$ cat src/rtl/fetch_unit_pkg.sv
// fetch_unit_pkg: shared fetch-path constants, buffer entry layout and address helper
package fetch_unit_pkg;
  localparam logic [31:0] RESET_PC_DEF = 32'h0000_3000;
  localparam int INSTR_WIDTH = 32;
  localparam int FETCH_DEPTH = 4;
  typedef struct packed {
    logic [31:0] pc_plus4;
    logic [INSTR_WIDTH-1:0] instr;
  } fetch_entry_t;
  function automatic logic [31:0] word_align(input logic [31:0] a);
    return {a[31:2], 2'b00};
  endfunction
endpackage

$ cat src/rtl/fetch_unit_fifo.sv
// fetch_fifo: synchronous FIFO with clear and occupancy count; head reads 0 when empty
module fetch_fifo #(
  parameter int W = 32,
  parameter int D = 4,
  localparam int AW = $clog2(D)
) (
  input  logic clk,
  input  logic rst,
  input  logic clr,
  input  logic push,
  input  logic pop,
  input  logic [W-1:0] din,
  output logic [W-1:0] dout,
  output logic [AW:0] count
);
  logic [W-1:0] mem [D];
  logic [AW-1:0] rd, wr;
  logic do_push, do_pop;
  assign do_pop = pop && count != '0;
  assign do_push = push && (count != D[AW:0] || do_pop);
  assign dout = count == '0 ? '0 : mem[rd];
  always_ff @(posedge clk) begin
    if (rst || clr) begin
      rd <= '0;
      wr <= '0;
      count <= '0;
    end else begin
      if (do_push) begin
        mem[wr] <= din;
        wr <= wr + AW'(1);
      end
      if (do_pop) rd <= rd + AW'(1);
      count <= count + {{AW{1'b0}}, do_push} - {{AW{1'b0}}, do_pop};
    end
  end
endmodule

$ cat src/rtl/fetch_unit.sv
// fetch_unit: fetch PC, credit-limited imem requests, instruction buffer with redirect flush
module fetch_unit import fetch_unit_pkg::*; #(
  parameter logic [31:0] RESET_PC = RESET_PC_DEF,
  parameter int DEPTH = FETCH_DEPTH
) (
  input  logic clk,
  input  logic rst,
  input  logic [31:0] npc_i,
  input  logic redirect_i,
  output logic imem_req_valid,
  output logic [31:0] imem_req_addr,
  input  logic imem_req_ready,
  input  logic imem_resp_valid,
  input  logic [31:0] imem_resp_data,
  output logic id_valid,
  output logic [31:0] id_instr,
  output logic [31:0] id_pc_plus4,
  input  logic id_ready
);
  localparam int AW = $clog2(DEPTH);
  logic [31:0] pc_q, head_pc4;
  logic [AW:0] inflight, buffered, discard_q;
  logic [AW+1:0] occ;
  logic req_fire, resp, keep;
  fetch_entry_t entry_in, entry_out;
  assign occ = {1'b0, inflight} + {1'b0, buffered};
  assign imem_req_valid = !rst && !redirect_i && occ < DEPTH[AW+1:0];
  assign imem_req_addr = pc_q;
  assign req_fire = imem_req_valid && imem_req_ready;
  assign resp = imem_resp_valid && inflight != '0;
  assign keep = resp && !redirect_i && discard_q == '0;
  assign entry_in = '{pc_plus4: head_pc4, instr: imem_resp_data};
  assign id_valid = buffered != '0;
  assign id_instr = entry_out.instr;
  assign id_pc_plus4 = entry_out.pc_plus4;
  // the address FIFO occupancy is the in-flight count; it is never flushed so stale responses still pop it
  fetch_fifo #(.W(32), .D(DEPTH)) addr_q (
    .clk, .rst, .clr(1'b0), .push(req_fire), .pop(resp),
    .din(pc_q + 32'd4), .dout(head_pc4), .count(inflight)
  );
  fetch_fifo #(.W($bits(fetch_entry_t)), .D(DEPTH)) buf_q (
    .clk, .rst, .clr(redirect_i), .push(keep), .pop(id_valid && id_ready),
    .din(entry_in), .dout(entry_out), .count(buffered)
  );
  always_ff @(posedge clk) begin
    if (rst) begin
      pc_q <= RESET_PC;
      discard_q <= '0;
    end else if (redirect_i) begin
      pc_q <= word_align(npc_i);
      discard_q <= inflight - {{AW{1'b0}}, resp};
    end else begin
      if (req_fire) pc_q <= pc_q + 32'd4;
      if (resp && discard_q != '0) discard_q <= discard_q - {{AW{1'b0}}, 1'b1};
    end
  end
  always_ff @(posedge clk)
    if (!rst && imem_resp_valid) assert (inflight != '0);
endmodule

$ cat config.mk
export PLATFORM = sky130hd
export DESIGN_NAME = fetch_unit
export DESIGN_NICKNAME = d
export VERILOG_FILES = /design/src/rtl/fetch_unit_pkg.sv /design/src/rtl/fetch_unit_fifo.sv /design/src/rtl/fetch_unit.sv
export SDC_FILE = /design/constraint.sdc
export NUM_CORES = 1
export LEC_CHECK = 0
export CAP_MARGIN = 20
export CORE_MARGIN = 1.5
export CORE_UTILIZATION = 25
export CTS_BUF_LIST = sky130_fd_sc_hd__clkbuf_8
export DETAILED_ROUTE_END_ITERATION = 10
export GPL_TIMING_DRIVEN = 0
export PLACE_DENSITY = 0.43
export SLEW_MARGIN = 20
export SYNTH_ARGS = -nofsm -noshare
export SYNTH_HDL_FRONTEND = slang
export SYNTH_SLANG_ARGS = --single-unit
$ cat constraint.sdc
create_clock -name clk -period 3.15 [get_ports clk]
set_input_delay 0.63 -clock clk [delete_from_list [all_inputs] [get_ports clk]]
set_output_delay 0.63 -clock clk [all_outputs]
set_load 0.02 [all_outputs]
==> results.json <==
{
  "place_congestion": 0.764,
  "pin_count_of_the_biggest_net_entering_global_routing": 40,
  "cell_area_synth_mm2": 0.0171,
  "worst_ep_arrival_time_ns": 2.38,
  "max_cap_violations": 0,
  "period_share": 0.957,
  "synth_compound_area_frac": 0.0323,
  "first_iter_violations": 588,
  "setup_violations": 0,
  "detail_route.vias_per_cell": 4.42,
  "worst_slack_ns": 0.136,
  "post_synth_arst_share": 0,
  "rr_startpoint": "imem_req_addr[2]",
  "maxSlewViolCount": 0,
  "post_route_cells_drive_above_1_share": 0.188,
  "register_area_mm2": 0.0121,
  "postSynthAreaPerCell_um2": 17.4,
  "die_width_um": 264,
  "postSynthRegisterBits": 419,
  "ys.flop_type": "edfxtp_1",
  "worstSetupEndpointType": "output pin",
  "place.detailed.instances": 2028,
  "placement_rows": 95,
  "via_count_of_the_first_global_routing_pass": 10300,
  "number_of_synthesized_flops_with_an_enable_pin": 368,
  "fin_cells": 2161,
  "worst_hold_launch": "rst",
  "drt.antenna.violating_nets": 0,
  "core_area_mm2": 0.0674,
  "drc": 0,
  "power.density_cell_area_mw_per_mm2": 619,
  "port_buffers": 159,
  "finalWorstPathRequiredPeriod_ns": 3.01,
  "place_ws_ns": -0.929,
  "initial_core_util": 0.253,
  "crit_path_max_fanout": 10,
  "groute.usage.overall": 0.128,
  "areaGrowthSynthToFinish_pct": 25.6,
  "timing.setup.critical_path_class": "flop to output pin",
  "cts_hold_repair.buffers": 0,
  "rsz0062_at_grt": "no",
  "synth_simple_gate_area_frac": 0.0808,
  "detail_route.wl_per_cell_um": 20.5,
  "multi_input_comb_area_mm2": 0.00472,
  "die_height_um": 264,
  "ys_types": 57,
  "htree_levels": 3,
  "die_area_mm2": 0.0699,
  "clock-sinks": 419,
  "hold_class": "input port to flop",
  "synth_xor_xnor_area_share": 0.0205,
  "max_freq_mhz": 332,
  "clock_tree.buffer_depth": 3,
  "startpoint_type": "flop",
  "route.final.wire_length_mm": 44.2,
  "slew_headroom": 0.382,
  "filler_cell_count": 6596,
  "worst_setup_hold_path_clk_slew_ns": 0.05,
  "worst_skew_pair.late_latency_ns": 0.63,
  "place_hpwl_mm": 29.4,
  "grt_pass1_wl_mm": 65.8,
  "synthesized_area_fraction_occupied_by_adder_cells": 0.0163,
  "muxShareOfSynthArea": 0.123,
  "synth_warnings": 0,
  "num-nets-final": 1326,
  "run_status": "finished clean",
  "cts_root_buf": "clkbuf_8",
  "tritoncts": "built",
  "post_synth_inst_count": 981,
  "cts_made_buffers": 77,
  "grt_antenna_before_repair": 0,
  "skew_ns": 0.0171,
  "power.ir.vdd_worst_v": 0.000289,
  "p_leak_nw": 7.25,
  "timing_worst_slew_pin_value_ns": 0.926,
  "dominant_combinational_cell_family_by_area_after_synthesis": "multiplexers",
  "detailroute.via_count": 9546,
  "antenna_cells": 0,
  "drt_first_pass_iters": 5,
  "grt_overflow_total": 0,
  "finalHoldViolations": 0,
  "seq_area_frac_synth": 0.707,
  "io-pin-count": 168,
  "critical_path_required_ns": 2.52
}
## cells in the mapped netlist, drive strengths merged, types with 4 or more instances
cell type / count / area [um2]
nor3: 6 / 30.0
a21oi: 17 / 85.1
o21ai: 13 / 65.1
xor2: 11 / 96.3
or4: 6 / 48.8
a21o: 5 / 37.5
nor2: 36 / 135
a22oi: 4 / 30.0
or3: 7 / 43.8
nor2b: 31 / 194
clkbuf: 40 / 151
inv: 27 / 101
nand2: 36 / 135
nand3: 18 / 90.1
and2: 70 / 438
edfxtp: 368 / 11100
dfxtp: 51 / 1020
nor4: 4 / 37.5
mux4: 92 / 2070
xnor2: 29 / 254
a31oi: 11 / 68.8
o311ai: 10 / 87.6
ha: 19 / 238
and3: 9 / 56.3
buf: 16 / 82.6
nand4: 9 / 71.3
## metal layers
| layer | share of wire | wire, um | GRT usage |
|---|---|---|---|
| met5 | 0 | 0 | 0 |
| met4 | 0.027 | 1210 | 0.0483 |
| met3 | 0.053 | 2360 | 0.0309 |
| met2 | 0.48 | 21200 | 0.211 |
| met1 | 0.44 | 19500 | 0.161 |
## critical path, cell delays in order, from the launching register on
cell and delay [ns]:
dfxtp_4 0.37, buf_12 0.12, buf_6 0.19, mux4_2 0.52, and2_1 0.22, dlygate4sd2_1 0.34
## repair_timing
action / in CTS / in global routing
resized for setup: 115 / 0
cloned: 0 / 0
pin swaps: 0 / 1
setup endpoints to repair: 153 / 1
buffers inserted: 3 / 1
## cell usage in the layout, fill, tap and decap left out, types with 4 or more instances in the layout
master / n
buf_6: 5
and3_4: 4
xnor2_1: 29
or3_1: 6
a31oi_1: 11
a21o_1: 5
and3_1: 5
xor2_1: 11
o21ai_0: 13
nand2_1: 36
a22oi_1: 4
conb_1: 4
mux4_2: 92
clkdlybuf4s50_1: 97
clkbuf_2: 6
nor2b_1: 31
ha_1: 19
clkbuf_1: 24
a21oi_1: 17
buf_4: 8
or4_1: 5
nand4_1: 8
dlygate4sd2_1: 62
edfxtp_1: 368
buf_12: 10
clkbuf_8: 80
and2_2: 4
nand3_1: 18
inv_1: 59
and2_1: 66
buf_1: 4
clkinv_1: 14
dfxtp_1: 48
nor3_1: 5
o311ai_0: 9
nor2_1: 36
clkbuf_4: 7
## stage by stage
| step | hold WS, ns | area [um2] | TNS, ns | util | power [mW] |
|---|---|---|---|---|---|
| after CTS | 0.429 | 21400 | 0 | 0.318 | 13.6 |
| after global placement | 0.501 | 19800 | -460.15 | 0.293 | 8.89 |
| after floorplan | 0.485 | 17100 | 0 | - | 7.99 |
| final | 0.512 | 21400 | 0 | 0.318 | 13.3 |
| after detailed placement | 0.527 | 20000 | -102.53 | 0.297 | 8.95 |
| after global routing | 0.480 | 21400 | 0 | 0.318 | 14.0 |
## flip-flops by register name, indices dropped and copies added, names as in the netlist, named ones only
name,flops
addr_q.count,3
addr_q.mem,120
addr_q.rd,2
addr_q.wr,2
buf_q.count,3
buf_q.mem,248
buf_q.rd,2
buf_q.wr,2
discard_q,3
imem_req_addr,30
## path summary, 6_finish.rpt
kind	endpoint	slack (ns)	depth (start not counted)
worst max-delay path	id_pc_plus4[29]	0.14	5
worst min-delay path	imem_req_addr[22]	0.51	3
worst max register to register	addr_q.mem[2][30]	0.26	6
worst min register to register	imem_req_addr[7]	0.54	2
## report_power, final
part	total, mW	internal, mW	switching [mW]	leakage [nW]
logic	2.15	0.881	1.27	2.69
registers	6.57	6.45	0.115	3.77
clock network	4.55	2.33	2.21	0.786
total	13.3	9.67	3.60	7.25
## cell families (layout without fill, tap and decap cells)
group	after synthesis	count (layout)
AND/OR/NAND/NOR	242	242
adder cells (fa/ha/maj)	21	21
buffers and inverters	83	387
XOR/XNOR	40	40
flip-flops	419	419
other	1	4
AO/OA/AOI/OAI	80	80
multiplexers	95	95
## area by class of cell
| class | count | share of cell area |
|---|---|---|
| Clock inverter | 52 | 0.0102 |
| Timing Repair Buffer | 175 | 0.0849 |
| Multi-Input combinational cell | 482 | 0.220 |
| Buffer | 53 | 0.0141 |
| Tap cell | 873 | 0.0510 |
| Sequential cell | 419 | 0.564 |
| Clock buffer | 80 | 0.0514 |
| Inverter | 27 | 0.00473 |
Power figures use the tool's default switching activity.
